$ cat src/rtl/spi_ram_cmd.sv
// spi_ram_cmd: command-decoding single-port RAM behind an SPI slave.
// Each 10-bit word on din/rx_valid carries a 2-bit opcode and an 8-bit payload.
// The opcodes load the write/read address pointers or move one data byte.
// The write and read pointers are kept separately and both auto-increment.
// Read data is returned on dout/tx_valid for the slave to shift out next frame.
module spi_ram_cmd #(
   parameter int MEM_DEPTH = 256,
   parameter int ADDR_SIZE = 8
) (
   input  logic       clk,
   input  logic       rst,
   input  logic [9:0] din,
   input  logic       rx_valid,
   output logic [7:0] dout,
   output logic       tx_valid,
   output logic       seq_err
);

   typedef enum logic [1:0] {
      OP_WR_ADDR = 2'b00,
      OP_WR_DATA = 2'b01,
      OP_RD_ADDR = 2'b10,
      OP_RD_DATA = 2'b11
   } opcode_t;

   typedef enum logic {
      EMPTY = 1'b0,
      HOLD  = 1'b1
   } tx_state_t;

   logic [7:0]           mem [MEM_DEPTH];
   logic [ADDR_SIZE-1:0] wr_ptr;
   logic [ADDR_SIZE-1:0] rd_ptr;
   logic                 wr_loaded;
   logic                 rd_loaded;
   tx_state_t            state;
   opcode_t              opcode;
   logic                 wr_accept;
   logic                 rd_accept;

   // Decode the opcode and the accept qualifiers for the data commands.
   always_comb begin
      opcode    = opcode_t'(din[9:8]);
      wr_accept = rx_valid && (opcode == OP_WR_DATA) && wr_loaded;
      rd_accept = rx_valid && (opcode == OP_RD_DATA) && rd_loaded;
   end

   // Storage array: an accepted write is dropped when reset is asserted on the same edge.
   always_ff @(posedge clk) begin
      if (!rst && wr_accept) begin
         mem[wr_ptr] <= din[7:0];
      end
   end

   // Pointers, load flags, the tx_valid FSM and the registered read/error outputs.
   always_ff @(posedge clk) begin
      if (rst) begin
         wr_ptr    <= '0;
         rd_ptr    <= '0;
         wr_loaded <= 1'b0;
         rd_loaded <= 1'b0;
         state     <= EMPTY;
         tx_valid  <= 1'b0;
         dout      <= '0;
         seq_err   <= 1'b0;
      end else begin
         seq_err <= 1'b0;
         if (rx_valid) begin
            unique case (opcode)
               OP_WR_ADDR: begin
                  wr_ptr    <= din[ADDR_SIZE-1:0];
                  wr_loaded <= 1'b1;
                  state     <= EMPTY;
                  tx_valid  <= 1'b0;
               end
               OP_WR_DATA: begin
                  if (wr_loaded) begin
                     wr_ptr <= wr_ptr + ADDR_SIZE'(1);
                  end else begin
                     seq_err <= 1'b1;
                  end
                  state    <= EMPTY;
                  tx_valid <= 1'b0;
               end
               OP_RD_ADDR: begin
                  rd_ptr    <= din[ADDR_SIZE-1:0];
                  rd_loaded <= 1'b1;
                  state     <= EMPTY;
                  tx_valid  <= 1'b0;
               end
               OP_RD_DATA: begin
                  if (rd_accept) begin
                     dout     <= mem[rd_ptr];
                     rd_ptr   <= rd_ptr + ADDR_SIZE'(1);
                     state    <= HOLD;
                     tx_valid <= 1'b1;
                  end else begin
                     seq_err  <= 1'b1;
                     state    <= EMPTY;
                     tx_valid <= 1'b0;
                  end
               end
               default: begin
                  state    <= EMPTY;
                  tx_valid <= 1'b0;
               end
            endcase
         end
      end
   end

endmodule

$ cat config.mk
export PLATFORM = sky130hd
export DESIGN_NAME = spi_ram_cmd
export DESIGN_NICKNAME = d
export VERILOG_FILES = /design/src/rtl/spi_ram_cmd.sv
export SDC_FILE = /design/constraint.sdc
export NUM_CORES = 2
export LEC_CHECK = 0
export BUFFER_PORTS_ARGS = -buffer_cell sky130_fd_sc_hd__buf_2
export CAP_MARGIN = 20
export CORE_ASPECT_RATIO = 1.2
export CORE_UTILIZATION = 55
export CTS_CLUSTER_DIAMETER = 40
export CTS_CLUSTER_SIZE = 14
export DETAILED_ROUTE_END_ITERATION = 7
export PLACE_DENSITY_LB_ADDON = 0.2
export SLEW_MARGIN = 20
export SYNTH_ARGS = -nofsm -noshare
export SYNTH_HDL_FRONTEND = slang
export SYNTH_SLANG_ARGS = --single-unit
$ cat constraint.sdc
create_clock -name clk -period 2.55 [get_ports clk]
set_input_delay 0.1275 -clock clk [delete_from_list [all_inputs] [get_ports clk]]
set_output_delay 0.1275 -clock clk [all_outputs]
set_load 0.03 [all_outputs]
== Word level (Yosys, flattened, before mapping) ==
Memory sizes are Yosys's and may differ from the RTL's. A register that Yosys moved wholly into a read port is not among the register bits.
Index checks and enable logic that the tools add are counted.

* Add/sub/neg operators: 2
* Bitwise gates (word level): 1
* Muxes and demuxes: 11
* Reductions and logical operators: 16
* Equal/unequal tests: 5

{| class="wikitable"
|+ Operators by type and width
! operator !! count
|-
| 8-bit case mux with 2 select lines || 2
|-
| 8-bit by 1-bit adder with 8-bit output, second input constant || 2
|-
| 8-bit 2-to-1 mux || 2
|-
| 3-bit AND reduction || 3
|-
| 1-bit logical AND || 5
|-
| 1-bit 2-to-1 mux || 5
|-
| 2-bit equality test, second input constant || 2
|-
| 2-bit inequality test, second input constant || 2
|-
| 1-bit case mux with 2 select lines || 2
|-
| 2-bit AND reduction || 2
|-
| 2-bit nonzero test || 2
|-
| 3-bit OR reduction || 1
|-
| 2-bit by 1-bit equality test with 1-bit output, second input constant || 1
|-
| 2-bit logical NOT || 1
|-
| 2-bit OR reduction || 1
|-
| 1-bit logical NOT || 1
|-
| 1-bit inverter || 1
|}

* Bits in registers: 20
* Memories: 1
* Memory bits (writable): 2048
* Output and inout port bits: 10

{| class="wikitable"
|+ Memory list
! name !! depth !! bits a word !! rd ports !! clocked after Yosys merged registers in !! write ports !! line !! source
|-
| mem || 256 || 8 || 1 || 1 || 1 || 31 || <nowiki>logic [7:0] mem [MEM_DEPTH];</nowiki>
|}

== Depth between registers and ports, before layout ==
* Depth in word-level cells: 6
* Gate-level depth with buffers: 13
* Mapped depth without buffers: 7

== Worst setup path before layout ==
No wires, ideal clock.

* Path type: reg-to-reg
* From: register rd_ptr[0]
* To: register dout[0], read port of mem
* Library setup time: 122 ps
* Path buffers: 4
* Data arrival time: 2428 ps
* Setup slack: 0 ps
* Cell stages (with the launch flop): 11
* Cell sequence: dfxtp_1 > buf_6 > buf_6 > buf_4 > buf_2 > mux4_2 > a22oi_1 > a21oi_1 > nor4_1 > nor2_1 > a221o_1

{| class="wikitable"
|+ RTL lines
! what !! line !! source
|-
| start: declaration || 33 || <nowiki>logic [ADDR_SIZE-1:0] rd_ptr;</nowiki>
|-
| start signal: assignment || 86 || <nowiki>rd_ptr <= din[ADDR_SIZE-1:0];</nowiki>
|-
| start signal: assignment || 94 || <nowiki>rd_ptr <= rd_ptr + ADDR_SIZE'(1);</nowiki>
|-
| end: declaration || 14 || <nowiki>output logic [7:0] dout,</nowiki>
|}

==> metrics.yaml <==
synth-simple-area-share_pct: 2.87
drt-vias-per-instance: 6.31
final.period_utilization_pct: 118
path_clk_slew_ns: 0.07
layout_common_cells: "2,048 x sky130_fd_sc_hd__edfxtp_1, 650 x sky130_fd_sc_hd__buf_4, 452 x sky130_fd_sc_hd__mux4_2, 316 x sky130_fd_sc_hd__nor2_1, 233 x sky130_fd_sc_hd__mux2i_1"
synth_ff_type: "sky130_fd_sc_hd__edfxtp_1"
power.density_nw_per_um2: 723
synth_nets: 3967
async_flop_share_pct: 0
area.growth.synth_to_final_pct: 19.1
r2r-start: "rd_ptr[0]"
worst_ir_drop_vdd_mv: 0.692
grt_pass1_wl_um: 302000
synthesis.area_um2: 81300
post_drt_wl_per_cell_um: 30.6
mostFrequentLayoutCell: "sky130_fd_sc_hd__edfxtp_1"
grt_pass1_vias: 43300
fin_nets: 4732
all_layer_gr_usage_pct: 28.2
pre_cts_slack_ns: -1.01
end_kind: "register"
synth_fa_ha_area_share_pct: 0.0770
final_util_pct: 65.9
cap_violations: 0
grt_start_max_net_pins: 98
master_of_the_slowest_instance_on_the_critical_path: "sky130_fd_sc_hd__mux4_2"
worst_setup_path_start_kind: "register"
cts_root_buf: "sky130_fd_sc_hd__clkbuf_16"
critPathArrivalTime_ns: 3.72
finalWorstPathRequiredPeriod_ns: 3.00
cts_tree: "yes"
timing.reg2reg.setup_slack_ns: -0.45
fin_worst_skew_ns: 0.0265
run_status: "finished with violations"
synth_seq_cells: 2076
design.die.area_um2: 149000
number_of_cts_inserted_buffers: 194
antenna_left: 0
final_critical_path_setup_slack_ns: -0.449
synthesis.instances: 3949
largest_family_of_logic_cells_by_synthesized_area: "multiplexers"
r2r_end: "dout[6]"
whs_ns: 0.348
drc_errors: 0
drive_gt1_share_pct: 34.1
firstDrtPassIters: 8
timing.critical_path.cells: "buf_6 -> bufbuf_16 -> buf_12 -> mux4_2 -> mux2_2 -> a21oi_1 -> buf_4 -> nand4_1 -> a221o_1"
setup-violations-final: 8
yosysWarnings: 0
sequential_share_of_the_synthesized_area_pct: 76.4
critical_path_peak_fanout: 10
fmax_mhz: 333
syn_avg_cell_area_um2: 20.6
detailroute.via_count: 42900
drv_slew: 0
synth.area.mux_share_pct: 15.8
timing.final.hold_violations: 0
finalWeightedCongestion: 0.891
leakagePower_nw: 30.8
rows: 154
worst_pin_slew_ns: 0.835
timing.max_slew.rel_slack_pct: 44.1
critical_path.endpoint: "dout[6]"
ctsHtreeMaxLevel: 4
die-height_um: 423
setup.worst_path.class: "reg -> reg"
port_buffers: 22
synth.distinct_cells: 62
fp.coreArea_um2: 147000
hpwl_um: 134000
gr-total-overflow: 0
synth_enable_flop_cells: 2048
hp-class: "in -> reg"
routed_wl_um: 208000
clkLatencyLatePin_ns: 0.83
synth_compound_gate_area_share_pct: 3.05
synth_xor_area_share_pct: 0
die_w_um: 353
rr_worst_depth: 9
floorplan.initialDensity_pct: 55.4
failing_checks: "setup timing"
drt_iter0_drc: 5188
antenna_found_initial: 6
clock_sink_count: 2076
worstPathRequired_ns: 3.27
number_of_i_o_pins: 23
setup_repair_after_global_routing_missed_its_margin: "yes"
cpPeakStageDelay_ns: 0.50
startpoint: "rd_ptr[0]"
cts-root-to-sink-buffers: 3
-- layer usage --
layer  up-vias  GRT usage (%)  share of wire [%]
met5         -              0              0.023
met4         6           9.44                3.3
met3       354           4.73                8.8
met2      2131           46.3                 50
met1     22500           38.9                 38
li1      17900              -                  -
-- flip-flops by register name, summed over array words and instances, names as in the netlist --
signal,flops
mem,2048
dout,8
rd_ptr,8
wr_ptr,8
rd_loaded,1
seq_err,1
tx_valid,1
wr_loaded,1
-- where the power goes --
part | switching, mW | internal (mW) | leakage [nW] | total (mW)
clock network | 12.4 | 16.2 | 3.03 | 28.7
registers | 0.0295 | 37.5 | 18.6 | 37.5
logic | 2.18 | 1.65 | 9.10 | 3.83
-- timing repair --
| item | CTS | global route |
|---|---|---|
| endpoints found under the hold margin | 720 | 0 |
| gates cloned | 11 | 0 |
| hold buffers | 17 | 0 |
| gates resized for setup | 138 | 39 |
| pin swaps | 18 | 17 |
| setup endpoints to repair | 8 | 8 |
| setup buffers | 35 | 27 |
-- worst min path at each step --
stage	startpoint	endpoint	slack (ns)	depth (start not counted)
detailed placement	rx_valid	rd_loaded	0.46	3
global route	din[1]	mem[95][1]	0.34	2
finish	din[1]	mem[95][1]	0.35	2
global placement	rx_valid	rd_loaded	0.43	3
floorplan	din[0]	mem[0][0]	0.23	0
CTS	din[1]	mem[95][1]	0.31	2
-- worst max-delay path: cells and delay by family (launching register included) --
kind                   cells  cell delay, ns
AOI/OAI and AO/OA          2            0.60
buffers and inverters      4            0.80
DFF                        1            0.36
muxes                      2            0.79
and+or+nand+nor            1            0.33
-- cells by family after synthesis --
logic type,Yosys count
flip-flops,2076
multiplexers,714
AND/OR/NAND/NOR,539
AO/OA/AOI/OAI,358
buffers and inverters,257
adder cells (fa/ha/maj),5
-- through the flow --
stage,instances,TNS [ns],instance area [um2],power (mW)
floorplan,3949,0,81300,39.9
detailed placement,6383,-5.35,88800,41.7
global placement,6383,-5.45,88800,41.7
finish,6792,-3.08,96800,70.0
CTS,6765,-2.95,96500,70.3
global route,6790,-3.44,96800,71.7
-- Yosys cell counts, types with 21 or more instances --
master | n | area, um2
sky130_fd_sc_hd__a22oi_1 | 54 | 405
sky130_fd_sc_hd__o21ai_0 | 43 | 215
sky130_fd_sc_hd__mux2i_1 | 241 | 2410
sky130_fd_sc_hd__nor2b_1 | 24 | 150
sky130_fd_sc_hd__mux2_2 | 21 | 236
sky130_fd_sc_hd__a221oi_1 | 47 | 412
sky130_fd_sc_hd__nand3_1 | 28 | 140
sky130_fd_sc_hd__nor2_1 | 320 | 1200
sky130_fd_sc_hd__buf_2 | 52 | 260
sky130_fd_sc_hd__mux4_2 | 452 | 10200
sky130_fd_sc_hd__nor3_1 | 48 | 240
sky130_fd_sc_hd__nand2b_1 | 26 | 163
sky130_fd_sc_hd__a21oi_1 | 88 | 440
sky130_fd_sc_hd__buf_6 | 28 | 315
sky130_fd_sc_hd__buf_4 | 24 | 180
sky130_fd_sc_hd__dfxtp_1 | 28 | 561
sky130_fd_sc_hd__nand2_1 | 61 | 229
sky130_fd_sc_hd__clkbuf_1 | 106 | 398
sky130_fd_sc_hd__edfxtp_1 | 2048 | 61500
-- layout make-up --
cell class	instances	area, um2
multi-input combinational	1616	18300
clock inverter	102	1160
fill	9542	50000
timing repair buffer	813	7690
inverter	13	51.3
clock buffer	219	5080
antenna	3	7.51
tap	1950	2440
sequential	2076	62100
Note: power is estimated with default switching activity, not from simulation.
